**src/rtl/display_poll_pkg.sv**
```systemverilog
// display_poll_pkg: shared constants for the polled 7-segment output port.
//   - status register bit positions
//   - digit count and the blank segment pattern
//   - active-low hex segment table, bit order {g,f,e,d,c,b,a}
package display_poll_pkg;

   localparam int STAT_FULL    = 0;
   localparam int STAT_OVERRUN = 1;
   localparam int NUM_DIGITS   = 4;

   localparam logic [6:0] SEG_BLANK = 7'h7F;

   localparam logic [6:0] SEG_LUT [16] = '{
      7'h40, 7'h79, 7'h24, 7'h30,   // 0 1 2 3
      7'h19, 7'h12, 7'h02, 7'h78,   // 4 5 6 7
      7'h00, 7'h10, 7'h08, 7'h03,   // 8 9 A b
      7'h46, 7'h21, 7'h06, 7'h0E    // C d E F
   };

   // Active-low one-hot digit enable for a scan index.
   function automatic logic [3:0] digit_enable(input logic [1:0] idx);
      return ~(4'b0001 << idx);
   endfunction

endpackage

```
**src/rtl/hex_to_7seg.sv**
```systemverilog
// hex_to_7seg: combinational nibble to active-low 7-segment decoder.
//   nibble : 4-bit hex digit
//   seg    : {g,f,e,d,c,b,a}, 0 = segment lit
module hex_to_7seg
   import display_poll_pkg::*;
(
   input  logic [3:0] nibble,
   output logic [6:0] seg
);

   assign seg = SEG_LUT[nibble];

endmodule

```
**src/rtl/display_poll.sv**
```systemverilog
// display_poll: polled CPU output port driving a 4-digit multiplexed
// active-low 7-segment display.
//   clk, rst   : clock, synchronous active-high reset
//   a0         : register select (0 = data, 1 = status)
//   wr         : one-cycle CPU write strobe
//   data_in    : CPU write data
//   data_out   : CPU read data (combinational on a0)
//   next_key   : asynchronous "value consumed" push-button, active-high
//   seg, an    : segment pattern and digit enables, both active-low
//   full_led   : copy of the FULL status bit
// Optional feature macro DISPLAY_POLL_LEADZERO_BLANK_EN blanks leading
// zero digits (digit 0 is always shown).
module display_poll
   import display_poll_pkg::*;
#(
   parameter int REFRESH_BITS = 16,
   parameter int SYNC_STAGES  = 2
)(
   input  logic        clk,
   input  logic        rst,
   input  logic        a0,
   input  logic        wr,
   input  logic [15:0] data_in,
   output logic [15:0] data_out,
   input  logic        next_key,
   output logic [6:0]  seg,
   output logic [3:0]  an,
   output logic        full_led
);

   logic [15:0]             data_reg;
   logic                    full;
   logic                    overrun;
   logic [SYNC_STAGES-1:0]  key_sync;
   logic                    key_prev;
   logic [REFRESH_BITS-1:0] prescaler;
   logic [1:0]              digit_idx;

   logic       wr_data, wr_stat, key_release;
   logic [3:0] cur_nib;
   logic [6:0] dec_seg, next_seg;
   logic       blank;

   assign wr_data = wr & ~a0;
   assign wr_stat = wr &  a0;

   // History is {key_prev, last sync stage}; 2'b10 marks the release.
   assign key_release = key_prev & ~key_sync[SYNC_STAGES-1];

   assign cur_nib = data_reg[4*digit_idx +: 4];

   hex_to_7seg u_hex (
      .nibble (cur_nib),
      .seg    (dec_seg)
   );

`ifdef DISPLAY_POLL_LEADZERO_BLANK_EN
   // Blank digit k (k>0) when it and every more significant nibble are zero.
   always_comb begin
      blank = 1'b0;
      for (int k = 1; k < NUM_DIGITS; k++)
         if (digit_idx == 2'(k) && (data_reg >> (4*k)) == 16'd0)
            blank = 1'b1;
   end
`else
   assign blank = 1'b0;
`endif

   assign next_seg = blank ? SEG_BLANK : dec_seg;

   always_comb begin
      data_out = data_reg;
      if (a0) begin
         data_out               = 16'd0;
         data_out[STAT_FULL]    = full;
         data_out[STAT_OVERRUN] = overrun;
      end
   end

   assign full_led = full;

   always_ff @(posedge clk) begin
      if (rst) begin
         data_reg  <= '0;
         full      <= 1'b0;
         overrun   <= 1'b0;
         key_sync  <= '0;
         key_prev  <= 1'b0;
         prescaler <= '0;
         digit_idx <= '0;
         seg       <= SEG_LUT[0];
         an        <= 4'b1110;
      end else begin
         key_sync <= {key_sync[SYNC_STAGES-2:0], next_key};
         key_prev <= key_sync[SYNC_STAGES-1];

         prescaler <= prescaler + 1'b1;
         if (&prescaler)
            digit_idx <= digit_idx + 2'd1;

         // seg and an load together from the same index: no ghosting skew.
         an  <= digit_enable(digit_idx);
         seg <= next_seg;

         // Write is judged against pre-edge full; release clears full even
         // if a write arrives on the same edge (that write is an overrun).
         if (wr_data) begin
            if (full)
               overrun <= 1'b1;
            else
               data_reg <= data_in;
         end else if (wr_stat && data_in[STAT_OVERRUN]) begin
            overrun <= 1'b0;
         end

         if (key_release && full)
            full <= 1'b0;
         else if (wr_data && !full)
            full <= 1'b1;
      end
   end

endmodule

```
**config.mk**
```make
export PLATFORM = sky130hd
export DESIGN_NAME = display_poll
export DESIGN_NICKNAME = d
export VERILOG_FILES = /design/src/rtl/display_poll_pkg.sv /design/src/rtl/hex_to_7seg.sv /design/src/rtl/display_poll.sv
export SDC_FILE = /design/constraint.sdc
export NUM_CORES = 1
export LEC_CHECK = 0
export CORE_MARGIN = 3
export CORE_UTILIZATION = 45
export DETAILED_ROUTE_END_ITERATION = 16
export GPL_ROUTABILITY_DRIVEN = 0
export PLACE_DENSITY = 0.8
export SLEW_MARGIN = 15
export SYNTH_ARGS = -nofsm -noshare
export SYNTH_HDL_FRONTEND = slang
export SYNTH_HIERARCHICAL = 1
export SYNTH_SLANG_ARGS = --single-unit
```
**constraint.sdc**
```tcl
create_clock -name clk -period 2.25 [get_ports clk]
set_input_delay 0.45 -clock clk [delete_from_list [all_inputs] [get_ports clk]]
set_output_delay 0.45 -clock clk [all_outputs]
set_load 0.1 [all_outputs]
```
==> flow_metrics.py <==
metrics = {
    "layout": {
        "layout-drive-gt1-share_pct": 18.1,
        "finalInstanceArea_um2": 3120,
        "syn2layout_area_growth_pct": 34.8,
        "n_antenna_cell": 0,
        "fin_nets": 347,
        "layout.area.seq_um2": 1000,
        "multi_input_area_um2": 1210,
        "nFillCells": 402,
        "stdcell_count": 382,
    },
    "place": {
        "pre_cts_slack_ns": 0.151,
        "portBuffers": 48,
        "dp_cells": 374,
        "dp_hpwl_um": 3590,
        "place_area_um2": 3010,
    },
    "clocking": {
        "post_cts_buffers": 0,
        "clkTransAtPathRegs_ns": 0.08,
        "worstSkewPairLatency_ns": 0.29,
        "cts_tree": "built",
        "clock_sinks": 50,
        "holdBufCountCts": 0,
        "cts_resized": 0,
        "cts_buffer_depth": 2,
        "root_buffer": "clkbuf_8",
        "cts_made_buffers": 5,
        "cts_max_level": 2,
    },
    "timing": {
        "tns_ns": 0,
        "fin_crit_ns": 2.08,
        "setup_viol": 0,
        "max-slew-margin-rel_pct": 58.8,
        "setup_slack_ns": 0.168,
        "skew_ns": 0.00331,
        "worst_pin_slew_ns": 0.616,
        "fmax_mhz": 480,
        "fin_crit_sh_pct": 92.5,
        "rsz0062_at_grt": "false",
        "slew_violations": 0,
        "hold_viol": 0,
    },
    "setup_path": {
        "critPathArrivalTime_ns": 1.63,
        "crit_fanout": 12,
        "timing.rr.start": "digit_idx[0]",
        "path_class": "in -> out",
        "critPathLaunchType": "input port",
        "worst-r2r-setup-slack_ns": 0.22,
        "r2r-end": "seg[6]",
        "end_kind": "output port",
        "reg2regPathDepth": 6,
        "crit_required_ns": 1.80,
    },
    "die": {
        "die_x_um": 77.7,
        "coreArea_um2": 4850,
        "start_util_pct": 47.7,
        "fp.dieArea_um2": 6030,
        "rows": 25,
        "ios": 49,
        "fp.dieH_um": 77.7,
    },
    "pwr": {
        "p_int_mw": 1.37,
        "power_mw": 1.88,
        "ir_drop_v": 0.000364,
        "swShare_pct": 27.1,
        "power_density_nw_per_um2": 602,
        "switching_power_mw": 0.509,
        "seqPwrFrac_pct": 49.8,
        "power_frac_comb_pct": 18.0,
        "clock_power_share_pct": 32.3,
        "p_leak_nw": 1.17,
    },
    "drt": {
        "avgRoutedWirePerCell_um": 12.5,
        "vias": 1889,
        "drc": 0,
        "ant_nets": 0,
        "drtIter0Drc": 68,
        "wl_um": 4790,
        "dr.pass1.iters": 4,
        "avgViaCountPerCell": 4.95,
    },
    "min_path": {
        "hold_class": "reg -> reg",
        "worstHoldStart": "key_sync[0]",
        "holdPathEnd": "key_sync[1]",
        "whs_path_depth": 1,
    },
    "yosys": {
        "ys_ff_latch": 50,
        "synth_cells": 264,
        "avgSynthCellArea_um2": 8.75,
        "yosysSeqAreaShare_pct": 43.3,
        "ys_types": 35,
        "synth_area_um2": 2310,
        "synth_edf_count": 0,
        "async_flop_share_pct": 0,
        "ys_warn_count": 6,
        "yosys_most_used_dff": "dfxtp_1",
        "syn-num-nets": 297,
    },
    "global_routing": {
        "antenna_found_initial": 0,
        "grt_pass1_vias": 1782,
        "grt_pass1_wl_um": 8440,
        "grt-ovfl-total": 0,
        "grt_start_max_net_pins": 19,
        "grtUsageTotal_pct": 17.2,
    },
    "run": {
        "cap_violations": 0,
    },
    "run_status": {
        "status": "complete, no violations",
    },
}
[Yosys cell counts (all sizes together), types with 6 or more instances]
library cell | n | area [um2]
nand3 | 7 | 35.0
clkbuf | 10 | 37.5
nand4 | 6 | 52.6
nor2 | 21 | 78.8
nand2 | 44 | 165
ha | 12 | 150
dfxtp | 50 | 1000
nor2b | 25 | 156
xnor2 | 10 | 87.6
a21oi | 22 | 110
inv | 9 | 33.8
o21ai | 8 | 40.0
[layout make-up]
class                           count  share of cell area [%]
Multi-Input combinational cell    191                    38.8
Sequential cell                    50                    32.1
Timing Repair Buffer               57                    21.8
Tap cell                           67                    2.69
Clock buffer                        5                    2.21
Clock inverter                      3                    1.29
Inverter                            9                    1.08
[worst max-delay path, stage by stage]
cell,delay (ns)
clkdlybuf4s50_1,0.48
buf_4,0.22
nor2b_1,0.26
buf_12,0.22
[placed cells by master, fill, tap and decap left out, drive strengths merged]
cell / synthesis / final
dfxtp: 50 / 50
nand2: 44 / 44
buf: 4 / 37
nor2b: 25 / 25
a21oi: 22 / 22
nor2: 21 / 21
clkdlybuf4s50: 0 / 20
ha: 12 / 12
xnor2: 10 / 10
inv: 9 / 9
o21ai: 8 / 8
nand3: 7 / 7
nand4: 6 / 6
nor3: 5 / 5
clkbuf: 10 / 5
mux4: 4 / 4
mux2: 4 / 4
nand2b: 4 / 4
nor4: 3 / 3
or3: 2 / 2
xor2: 2 / 2
or2: 2 / 2
clkinv: 0 / 2
o22ai: 2 / 2
and2: 1 / 1
nand3b: 1 / 1
o31ai: 1 / 1
bufinv: 0 / 1
mux2i: 1 / 1
o211ai: 1 / 1
a31oi: 1 / 1
o21a: 1 / 1
a21boi: 1 / 1
[routing by layer]
layer  track usage [%]  share of wire, %  vias up
li1                  -                 -      974
met1              22.9                46      863
met2              27.4                48       48
met3              4.18               5.1        4
met4              5.52              0.96        0
met5                 0                 0        -
[power groups by stage]
| stage | logic [mW] | clock network, mW | registers, mW |
|---|---|---|---|
| after floorplan | 0.169 | 0 | 1.00 |
| after global placement | 0.333 | 0 | 0.953 |
| after detailed placement | 0.336 | 0 | 0.954 |
| after CTS | 0.339 | 0.624 | 0.934 |
| after global routing | 0.359 | 0.666 | 0.938 |
| final | 0.337 | 0.605 | 0.934 |
[cell families (layout without fill, tap and decap cells)]
logic type | Yosys count | after routing | synth area share (%)
flip-flops | 50 | 50 | 43.3
multiplexers | 9 | 9 | 6.28
XOR/XNOR | 12 | 12 | 4.55
buffers and inverters | 23 | 74 | 4.33
adder cells (fa/ha/maj) | 12 | 12 | 6.50
AO/OA/AOI/OAI | 37 | 37 | 8.61
AND/OR/NAND/NOR | 121 | 121 | 26.4
[stage by stage]
| stage | hold WS [ns] | util, % |
|---|---|---|
| final | 0.458 | 64.3 |
| after global routing | 0.489 | 64.3 |
| after CTS | 0.461 | 64.3 |
| after detailed placement | 0.433 | 62.0 |
| after global placement | 0.430 | 62.0 |
| after floorplan | 0.414 | - |
[how the worst max path moves through the flow]
stage                 startpoint      endpoint  slack, ns  cells past startpoint
floorplan                     a0  data_out[10]      -0.35                      3
global placement              a0   data_out[4]       0.17                      4
detailed placement            a0  data_reg[11]       0.15                      6
CTS                           a0   data_out[4]       0.18                      4
global route        digit_idx[0]        seg[6]       0.03                      6
finish                        a0   data_out[4]       0.17                      4
No activity file was read; power rests on OpenSTA's default activity.
